$ cat src/rtl/decode_ctrl_stage.sv
// RV32IM decode/control stage between IF/ID and ID/EX.
// Valid/ready on both sides; load-use bubble and fixed-occupancy divide hold.
module decode_ctrl_stage #(
    parameter bit          ENABLE_M    = 1'b1,
    parameter int unsigned DIV_LATENCY = 8
) (
    input  logic        clk,
    input  logic        rst_n,
    input  logic        if_valid,
    input  logic [31:0] instr,
    output logic        id_ready,
    input  logic        flush,
    input  logic        ex_ready,
    output logic        ex_valid,
    output logic        ex_memread,
    output logic        ex_memwrite,
    output logic        ex_regwrite,
    output logic        ex_alusrc,
    output logic        ex_memtoreg,
    output logic        ex_jal,
    output logic        ex_jalr,
    output logic        ex_lui,
    output logic        ex_utype,
    output logic        ex_branch,
    output logic [2:0]  ex_brtype,
    output logic [2:0]  ex_rw_type,
    output logic [4:0]  ex_aluctl,
    output logic [4:0]  ex_rd,
    output logic [4:0]  ex_rs1,
    output logic [4:0]  ex_rs2,
    output logic        ex_illegal,
    output logic        ex_busy
);

    typedef struct packed {
        logic       illegal;
        logic       regwrite;
        logic       memread;
        logic       memwrite;
        logic       alusrc;
        logic       memtoreg;
        logic       jal;
        logic       jalr;
        logic       lui;
        logic       utype;
        logic       branch;
        logic [2:0] func3;
        logic [4:0] aluctl;
        logic [4:0] rd;
        logic [4:0] rs1;
        logic [4:0] rs2;
    } ctl_t;

    localparam logic [6:0] OP_R    = 7'b0110011;
    localparam logic [6:0] OP_I    = 7'b0010011;
    localparam logic [6:0] OP_LD   = 7'b0000011;
    localparam logic [6:0] OP_ST   = 7'b0100011;
    localparam logic [6:0] OP_B    = 7'b1100011;
    localparam logic [6:0] OP_JAL  = 7'b1101111;
    localparam logic [6:0] OP_JALR = 7'b1100111;
    localparam logic [6:0] OP_LUI  = 7'b0110111;
    localparam logic [6:0] OP_AUI  = 7'b0010111;

    localparam logic [4:0] ALU_ADD  = 5'd0;
    localparam logic [4:0] ALU_SUB  = 5'd1;
    localparam logic [4:0] ALU_SLL  = 5'd2;
    localparam logic [4:0] ALU_SLT  = 5'd3;
    localparam logic [4:0] ALU_SLTU = 5'd4;
    localparam logic [4:0] ALU_XOR  = 5'd5;
    localparam logic [4:0] ALU_SRL  = 5'd6;
    localparam logic [4:0] ALU_SRA  = 5'd7;
    localparam logic [4:0] ALU_OR   = 5'd8;
    localparam logic [4:0] ALU_AND  = 5'd9;

    localparam logic [1:0] S_RUN = 2'd0;
    localparam logic [1:0] S_LU  = 2'd1;
    localparam logic [1:0] S_DIV = 2'd2;

    localparam bit         DIV_HOLD = (DIV_LATENCY > 1);
    localparam logic [7:0] DIV_INIT = 8'(DIV_LATENCY - 1);

    logic [2:0] f3;
    logic [6:0] f7;
    logic       is_r, is_i, is_ld, is_st, is_b;
    logic       is_jal, is_jalr, is_lui, is_aui;
    logic       r_base, r_alt, r_mul, r_ok, legal, alt, div_op;
    logic       use_rs1, use_rs2, hazard, adv;
    logic [4:0] base_op, alu_op;
    ctl_t       dec;

    ctl_t       bun_q, bun_d;
    logic       valid_q, valid_d;
    logic [7:0] cnt_q, cnt_d;
    logic [1:0] st_q, st_d;

    assign f3      = instr[14:12];
    assign f7      = instr[31:25];
    assign is_r    = (instr[6:0] == OP_R);
    assign is_i    = (instr[6:0] == OP_I);
    assign is_ld   = (instr[6:0] == OP_LD);
    assign is_st   = (instr[6:0] == OP_ST);
    assign is_b    = (instr[6:0] == OP_B);
    assign is_jal  = (instr[6:0] == OP_JAL);
    assign is_jalr = (instr[6:0] == OP_JALR);
    assign is_lui  = (instr[6:0] == OP_LUI);
    assign is_aui  = (instr[6:0] == OP_AUI);

    assign r_base = (f7 == 7'b0000000);
    assign r_alt  = (f7 == 7'b0100000);
    assign r_mul  = (f7 == 7'b0000001);
    assign r_ok   = r_base
                  | (r_alt & ((f3 == 3'b000) | (f3 == 3'b101)))
                  | (r_mul & ENABLE_M);
    assign legal  = (is_r & r_ok) | is_i | is_ld | is_st | is_b
                  | is_jal | is_jalr | is_lui | is_aui;
    // I-type shifts take the arithmetic flag from instr[30]
    assign alt    = is_r ? r_alt : instr[30];
    assign div_op = legal & is_r & r_mul & f3[2];

    always_comb begin
        base_op = ALU_ADD;
        unique case (f3)
            3'b000:  base_op = (is_r & r_alt) ? ALU_SUB : ALU_ADD;
            3'b001:  base_op = ALU_SLL;
            3'b010:  base_op = ALU_SLT;
            3'b011:  base_op = ALU_SLTU;
            3'b100:  base_op = ALU_XOR;
            3'b101:  base_op = alt ? ALU_SRA : ALU_SRL;
            3'b110:  base_op = ALU_OR;
            default: base_op = ALU_AND;
        endcase
    end

    always_comb begin
        alu_op = ALU_ADD;
        unique case (1'b1)
            is_r & r_mul:          alu_op = {2'b10, f3};
            (is_r & !r_mul) | is_i: alu_op = base_op;
            is_b:                  alu_op = f3[2] ? (f3[1] ? ALU_SLTU : ALU_SLT) : ALU_SUB;
            default:               alu_op = ALU_ADD;
        endcase
    end

    always_comb begin
        dec          = '0;
        dec.illegal  = !legal;
        dec.regwrite = legal & (is_r | is_i | is_ld | is_jal | is_jalr | is_lui | is_aui);
        dec.memread  = is_ld;
        dec.memtoreg = is_ld;
        dec.memwrite = is_st;
        dec.alusrc   = is_i | is_ld | is_st | is_jalr;
        dec.jal      = is_jal;
        dec.jalr     = is_jalr;
        dec.lui      = is_lui;
        dec.utype    = is_lui | is_aui;
        dec.branch   = is_b;
        dec.func3    = f3;
        dec.aluctl   = legal ? alu_op : ALU_ADD;
        dec.rd       = instr[11:7];
        dec.rs1      = instr[19:15];
        dec.rs2      = instr[24:20];
    end

    assign use_rs1 = is_r | is_i | is_ld | is_st | is_b | is_jalr;
    assign use_rs2 = is_r | is_st | is_b;
    assign hazard  = valid_q & bun_q.memread & (bun_q.rd != 5'd0) & if_valid
                   & ((use_rs1 & (instr[19:15] == bun_q.rd))
                   |  (use_rs2 & (instr[24:20] == bun_q.rd)));
    assign adv      = (!valid_q | ex_ready) & (st_q != S_DIV);
    assign id_ready = rst_n & (flush | (adv & !hazard));

    always_comb begin
        valid_d = valid_q;
        bun_d   = bun_q;
        cnt_d   = cnt_q;
        st_d    = st_q;
        if (flush) begin
            valid_d = 1'b0;
            cnt_d   = 8'd0;
            st_d    = S_RUN;
        end else if (adv & hazard) begin
            valid_d = 1'b0;
            st_d    = S_LU;
        end else if (adv) begin
            st_d    = S_RUN;
            valid_d = if_valid;
            if (if_valid) begin
                bun_d = dec;
                if (div_op & DIV_HOLD) begin
                    cnt_d = DIV_INIT;
                    st_d  = S_DIV;
                end
            end
        end else if (st_q == S_DIV) begin
            // divide releases on the edge the counter hits zero
            cnt_d = cnt_q - 8'd1;
            if (cnt_q <= 8'd1) begin
                cnt_d = 8'd0;
                st_d  = S_RUN;
            end
        end
    end

    always_ff @(posedge clk or negedge rst_n) begin
        if (!rst_n) begin
            valid_q <= 1'b0;
            bun_q   <= '0;
            cnt_q   <= 8'd0;
            st_q    <= S_RUN;
        end else begin
            valid_q <= valid_d;
            bun_q   <= bun_d;
            cnt_q   <= cnt_d;
            st_q    <= st_d;
        end
    end

    assign ex_valid    = valid_q;
    assign ex_busy     = (st_q == S_DIV);
    assign ex_illegal  = bun_q.illegal;
    assign ex_regwrite = bun_q.regwrite;
    assign ex_memread  = bun_q.memread;
    assign ex_memwrite = bun_q.memwrite;
    assign ex_alusrc   = bun_q.alusrc;
    assign ex_memtoreg = bun_q.memtoreg;
    assign ex_jal      = bun_q.jal;
    assign ex_jalr     = bun_q.jalr;
    assign ex_lui      = bun_q.lui;
    assign ex_utype    = bun_q.utype;
    assign ex_branch   = bun_q.branch;
    assign ex_brtype   = bun_q.func3;
    assign ex_rw_type  = bun_q.func3;
    assign ex_aluctl   = bun_q.aluctl;
    assign ex_rd       = bun_q.rd;
    assign ex_rs1      = bun_q.rs1;
    assign ex_rs2      = bun_q.rs2;

endmodule

$ cat config.mk
export PLATFORM = sky130hd
export DESIGN_NAME = decode_ctrl_stage
export DESIGN_NICKNAME = d
export VERILOG_FILES = /design/src/rtl/decode_ctrl_stage.sv
export SDC_FILE = /design/constraint.sdc
export NUM_CORES = 1
export LEC_CHECK = 0
export BUFFER_PORTS_ARGS = -buffer_cell sky130_fd_sc_hd__buf_2
export CAP_MARGIN = 5
export CORE_MARGIN = 2
export CORE_UTILIZATION = 55
export DETAILED_ROUTE_END_ITERATION = 10
export GPL_TIMING_DRIVEN = 0
export PLACE_DENSITY = 0.88
export SLEW_MARGIN = 10
export SYNTH_ARGS = -nofsm -noshare
export SYNTH_HDL_FRONTEND = slang
export SYNTH_SLANG_ARGS = --single-unit
$ cat constraint.sdc
create_clock -name clk -period 6.67 [get_ports clk]
set_clock_uncertainty 0.1 [all_clocks]
set_input_delay 0 -clock clk [delete_from_list [all_inputs] [get_ports clk]]
set_output_delay 0 -clock clk [all_outputs]
set_load 0.01 [all_outputs]
==> impl_metrics.env <==
export IMPL_synthDistinctLibCells=50
export IMPL_timing_hold_ws_ns=0.0817
export IMPL_ys_seq_area_share_pct=45.1
export IMPL_finalNetCount=379
export IMPL_worst_path_max_delay_cell="sky130_fd_sc_hd__or4_1"
export IMPL_fillCellCount=310
export IMPL_crit_path_capture_type="flip-flop"
export IMPL_postCtsSetupBuffers=0
export IMPL_wl_mm=6.25
export IMPL_hold_violations=0
export IMPL_crit_share_post_route_pct=47.6
export IMPL_max_slew_margin_pct=33.5
export IMPL_count_of_pins_over_their_slew_limit=0
export IMPL_cts_htree_levels=2
export IMPL_arrival_ns=3.27
export IMPL_yosys_mux_area_fraction_pct=11.9
export IMPL_area_growth_syn_to_layout_pct=31.9
export IMPL_report_power_total_mw=0.649
export IMPL_firstDrtPassIters=4
export IMPL_place_detailed_hpwl_mm=4.19
export IMPL_asyncSetResetFlopFracSynth_pct=100
export IMPL_design_portCount=77
export IMPL_post_cts_resize_count=0
export IMPL_max_cap_violations=0
export IMPL_placement_io_buffers=73
export IMPL_mostFrequentLayoutCell="sky130_fd_sc_hd__buf_2"
export IMPL_fin_util_pct=74.5
export IMPL_ys_ff_latch=44
export IMPL_fin_tns_setup_ns=0
export IMPL_cts_tree="built"
export IMPL_antenna_diode_count=0
export IMPL_unrepaired_setup_endpoints_after_global_routing="no"
export IMPL_clock_latency_ns=0.30
export IMPL_netlist_area_um2=2440
export IMPL_maximum_number_of_pins_on_one_net_before_global_route_repair=46
export IMPL_die_y_um=70.6
export IMPL_cts_buffers_inserted=5
export IMPL_layout_cells_non_filler=393
export IMPL_globalRoute_totalOverflow=0
export IMPL_postSynthCellCount=235
export IMPL_start_util_pct=56.5
export IMPL_die_area_um2=4990
export IMPL_synth_compound_area_share_pct=15.3
export IMPL_outcome="complete, no violations"
export IMPL_placed_cells=360
export IMPL_place_gp_congestion=0.879
export IMPL_number_of_clock_sinks_seen_by_cts=44
export IMPL_ys_dominant_reg_cell="sky130_fd_sc_hd__dfrtp_1"
export IMPL_vdd_drop_max_uv=175
export IMPL_chip_width_um=70.6
export IMPL_core_um2=4320
export IMPL_finalSetupViolCount=0
export IMPL_cts_buffer_depth=2
export IMPL_cp_slowest_stage_delay_ns=0.60
export IMPL_synth_adder_area_share_pct=1.02
export IMPL_power_density_cell_area_nw_per_um2=201
export IMPL_critical_path_required_ns=6.76
export IMPL_first_global_vias=2169
export IMPL_synth_edff_count=0
export IMPL_detail_route_vias_per_cell=5.51
export IMPL_drc=0
export IMPL_worstSetupPathType="flip-flop to flip-flop"
export IMPL_vias=2164
export IMPL_power_leakage_nw=1.54
export IMPL_timing_critical_path_cells="or4_1, o2111ai_2, a21oi_2, nor3_4, buf_2, nand2b_1, o41ai_2, dlygate4sd3_1"
export IMPL_synth_avg_cell_area_um2=10.4
export IMPL_synth_top_family_by_area="simple AND/OR/NAND/NOR gates"
export IMPL_synth_xor_xnor_area_share_pct=3.94
export IMPL_final_cell_mix="sky130_fd_sc_hd__buf_2 (74), sky130_fd_sc_hd__dfrtp_1 (44), sky130_fd_sc_hd__dlygate4sd3_1 (25), sky130_fd_sc_hd__mux2_2 (23), sky130_fd_sc_hd__nor2_1 (19)"
export IMPL_root_buffer="sky130_fd_sc_hd__clkbuf_8"
export IMPL_fin_crit_ns=3.18
export IMPL_groute_usage_overall_pct=26.1
export IMPL_timing_worst_slew_pin_value_ns=0.998
export IMPL_wl_per_cell_um=15.9
export IMPL_clkSlewWorstSetupHoldPaths_ns=0.09
export IMPL_std_cell_rows=24
export IMPL_synth_simple_gate_area_share_pct=18.3
export IMPL_detailedRoute_firstIterationViolations=121
export IMPL_setup_worst_path_start_class="flip-flop"
export IMPL_grt_antenna_before_repair=0
export IMPL_yosys_warnings=0
export IMPL_worst_path_max_fanout=10
export IMPL_syn_num_nets=274
export IMPL_global_route_wire_length_before_repair_mm=10.3
export IMPL_layout_drive_gt1_share_pct=36.1
export IMPL_hold_path_class="input port to flip-flop"
export IMPL_timing_fmax_mhz=315
export IMPL_drt_antenna_violating_nets=0
-- stage by stage --
stage	instance area (um^2)	worst slack (ns)
2_1_floorplan	2440	4.29
3_3_place_gp	2870	4.11
3_5_place_dp	2870	4.08
4_1_cts	3220	3.59
5_1_grt	3220	3.36
6_report	3220	3.49
-- registers in the layout, summed over array words and instances (netlist names), 2 cells and up --
name / flops
st_q: 2
ex_rd: 5
ex_rs2: 5
ex_brtype: 3
ex_aluctl: 5
ex_rs1: 5
cnt_q: 8
-- area by class of cell --
type	instances	area [um^2]	area share [%]
Tap cell	52	65.1	2.02
Clock buffer	6	82.6	2.56
Timing Repair Buffer	98	616	19.1
Clock inverter	2	15.0	0.466
Sequential cell	44	1100	34.2
Inverter	9	36.3	1.13
Buffer	11	73.8	2.29
Multi-Input combinational cell	171	1230	38.2
-- Yosys cell counts (2+ instances only) --
cell | number | area (um^2)
sky130_fd_sc_hd__nand4_1 | 3 | 18.8
sky130_fd_sc_hd__xnor2_1 | 2 | 17.5
sky130_fd_sc_hd__mux2_2 | 23 | 259
sky130_fd_sc_hd__buf_6 | 2 | 22.5
sky130_fd_sc_hd__o31ai_1 | 5 | 37.5
sky130_fd_sc_hd__a22o_1 | 3 | 26.3
sky130_fd_sc_hd__buf_4 | 4 | 30.0
sky130_fd_sc_hd__xor2_1 | 9 | 78.8
sky130_fd_sc_hd__nor4_1 | 3 | 18.8
sky130_fd_sc_hd__or3_1 | 2 | 12.5
sky130_fd_sc_hd__dfrtp_1 | 44 | 1100
sky130_fd_sc_hd__inv_1 | 8 | 30.0
sky130_fd_sc_hd__o41ai_2 | 2 | 32.5
sky130_fd_sc_hd__o21a_1 | 3 | 22.5
sky130_fd_sc_hd__nand2b_1 | 9 | 56.3
sky130_fd_sc_hd__ha_1 | 2 | 25.0
sky130_fd_sc_hd__nor2_1 | 19 | 71.3
sky130_fd_sc_hd__a21o_1 | 3 | 22.5
sky130_fd_sc_hd__nor2b_1 | 4 | 25.0
sky130_fd_sc_hd__nand2_1 | 15 | 56.3
sky130_fd_sc_hd__o22a_1 | 3 | 26.3
sky130_fd_sc_hd__nand3_1 | 8 | 40.0
sky130_fd_sc_hd__a21oi_1 | 9 | 45.0
sky130_fd_sc_hd__clkbuf_1 | 3 | 11.3
sky130_fd_sc_hd__a31oi_1 | 2 | 12.5
sky130_fd_sc_hd__or2_2 | 2 | 12.5
sky130_fd_sc_hd__mux2i_1 | 2 | 20.0
sky130_fd_sc_hd__o21ai_0 | 13 | 65.1
sky130_fd_sc_hd__or4_1 | 2 | 15.0
sky130_fd_sc_hd__nor3_1 | 6 | 30.0
-- worst paths after layout --
kind,start,end,slack [ns],depth (start not counted)
max in group asynchronous,rst_n,ex_rd[4],5.54,2
min in group asynchronous,rst_n,ex_aluctl[2],0.29,2
worst min register to register,cnt_q[7],cnt_q[7],0.39,1
worst min-delay path,instr[6],ex_memwrite,0.08,4
worst max-delay path,ex_rd[1],ex_memtoreg,3.49,8
worst max register to register,ex_rd[1],ex_memtoreg,3.49,8
-- layer usage --
| layer | GRT usage, % | part of all wire (%) |
|---|---|---|
| met5 | 0 | 0 |
| met3 | 7.26 | 5.1 |
| met2 | 46.3 | 52 |
| met4 | 6.71 | 1.7 |
| met1 | 31.4 | 42 |
-- power breakdown --
| part | switching (mW) | leakage [nW] | internal (mW) |
|---|---|---|---|
| logic | 0.0793 | 0.938 | 0.0770 |
| registers | 0.0229 | 0.561 | 0.290 |
| clock network | 0.0951 | 0.0434 | 0.0839 |
-- what timing repair did --
item / in CTS / in global routing
setup endpoints to repair: 0 / 0
endpoints found under the hold margin: 66 / 0
hold buffers: 25 / 0
-- critical path: cells and delay by family, from the launching register on --
family | cells | cell delay (ns)
AND/OR/NAND/NOR | 3 | 1.25
buffers and inverters | 2 | 0.87
flip-flops | 1 | 0.47
AO/OA/AOI/OAI | 3 | 0.38
-- cells by family after synthesis --
group           Yosys count
flops                    44
buf+inv                  20
xor+xnor                 11
fa+ha+maj                 2
compound gates           50
simple gates             82
mux                      26
Note: power is estimated with default switching activity, not from simulation.
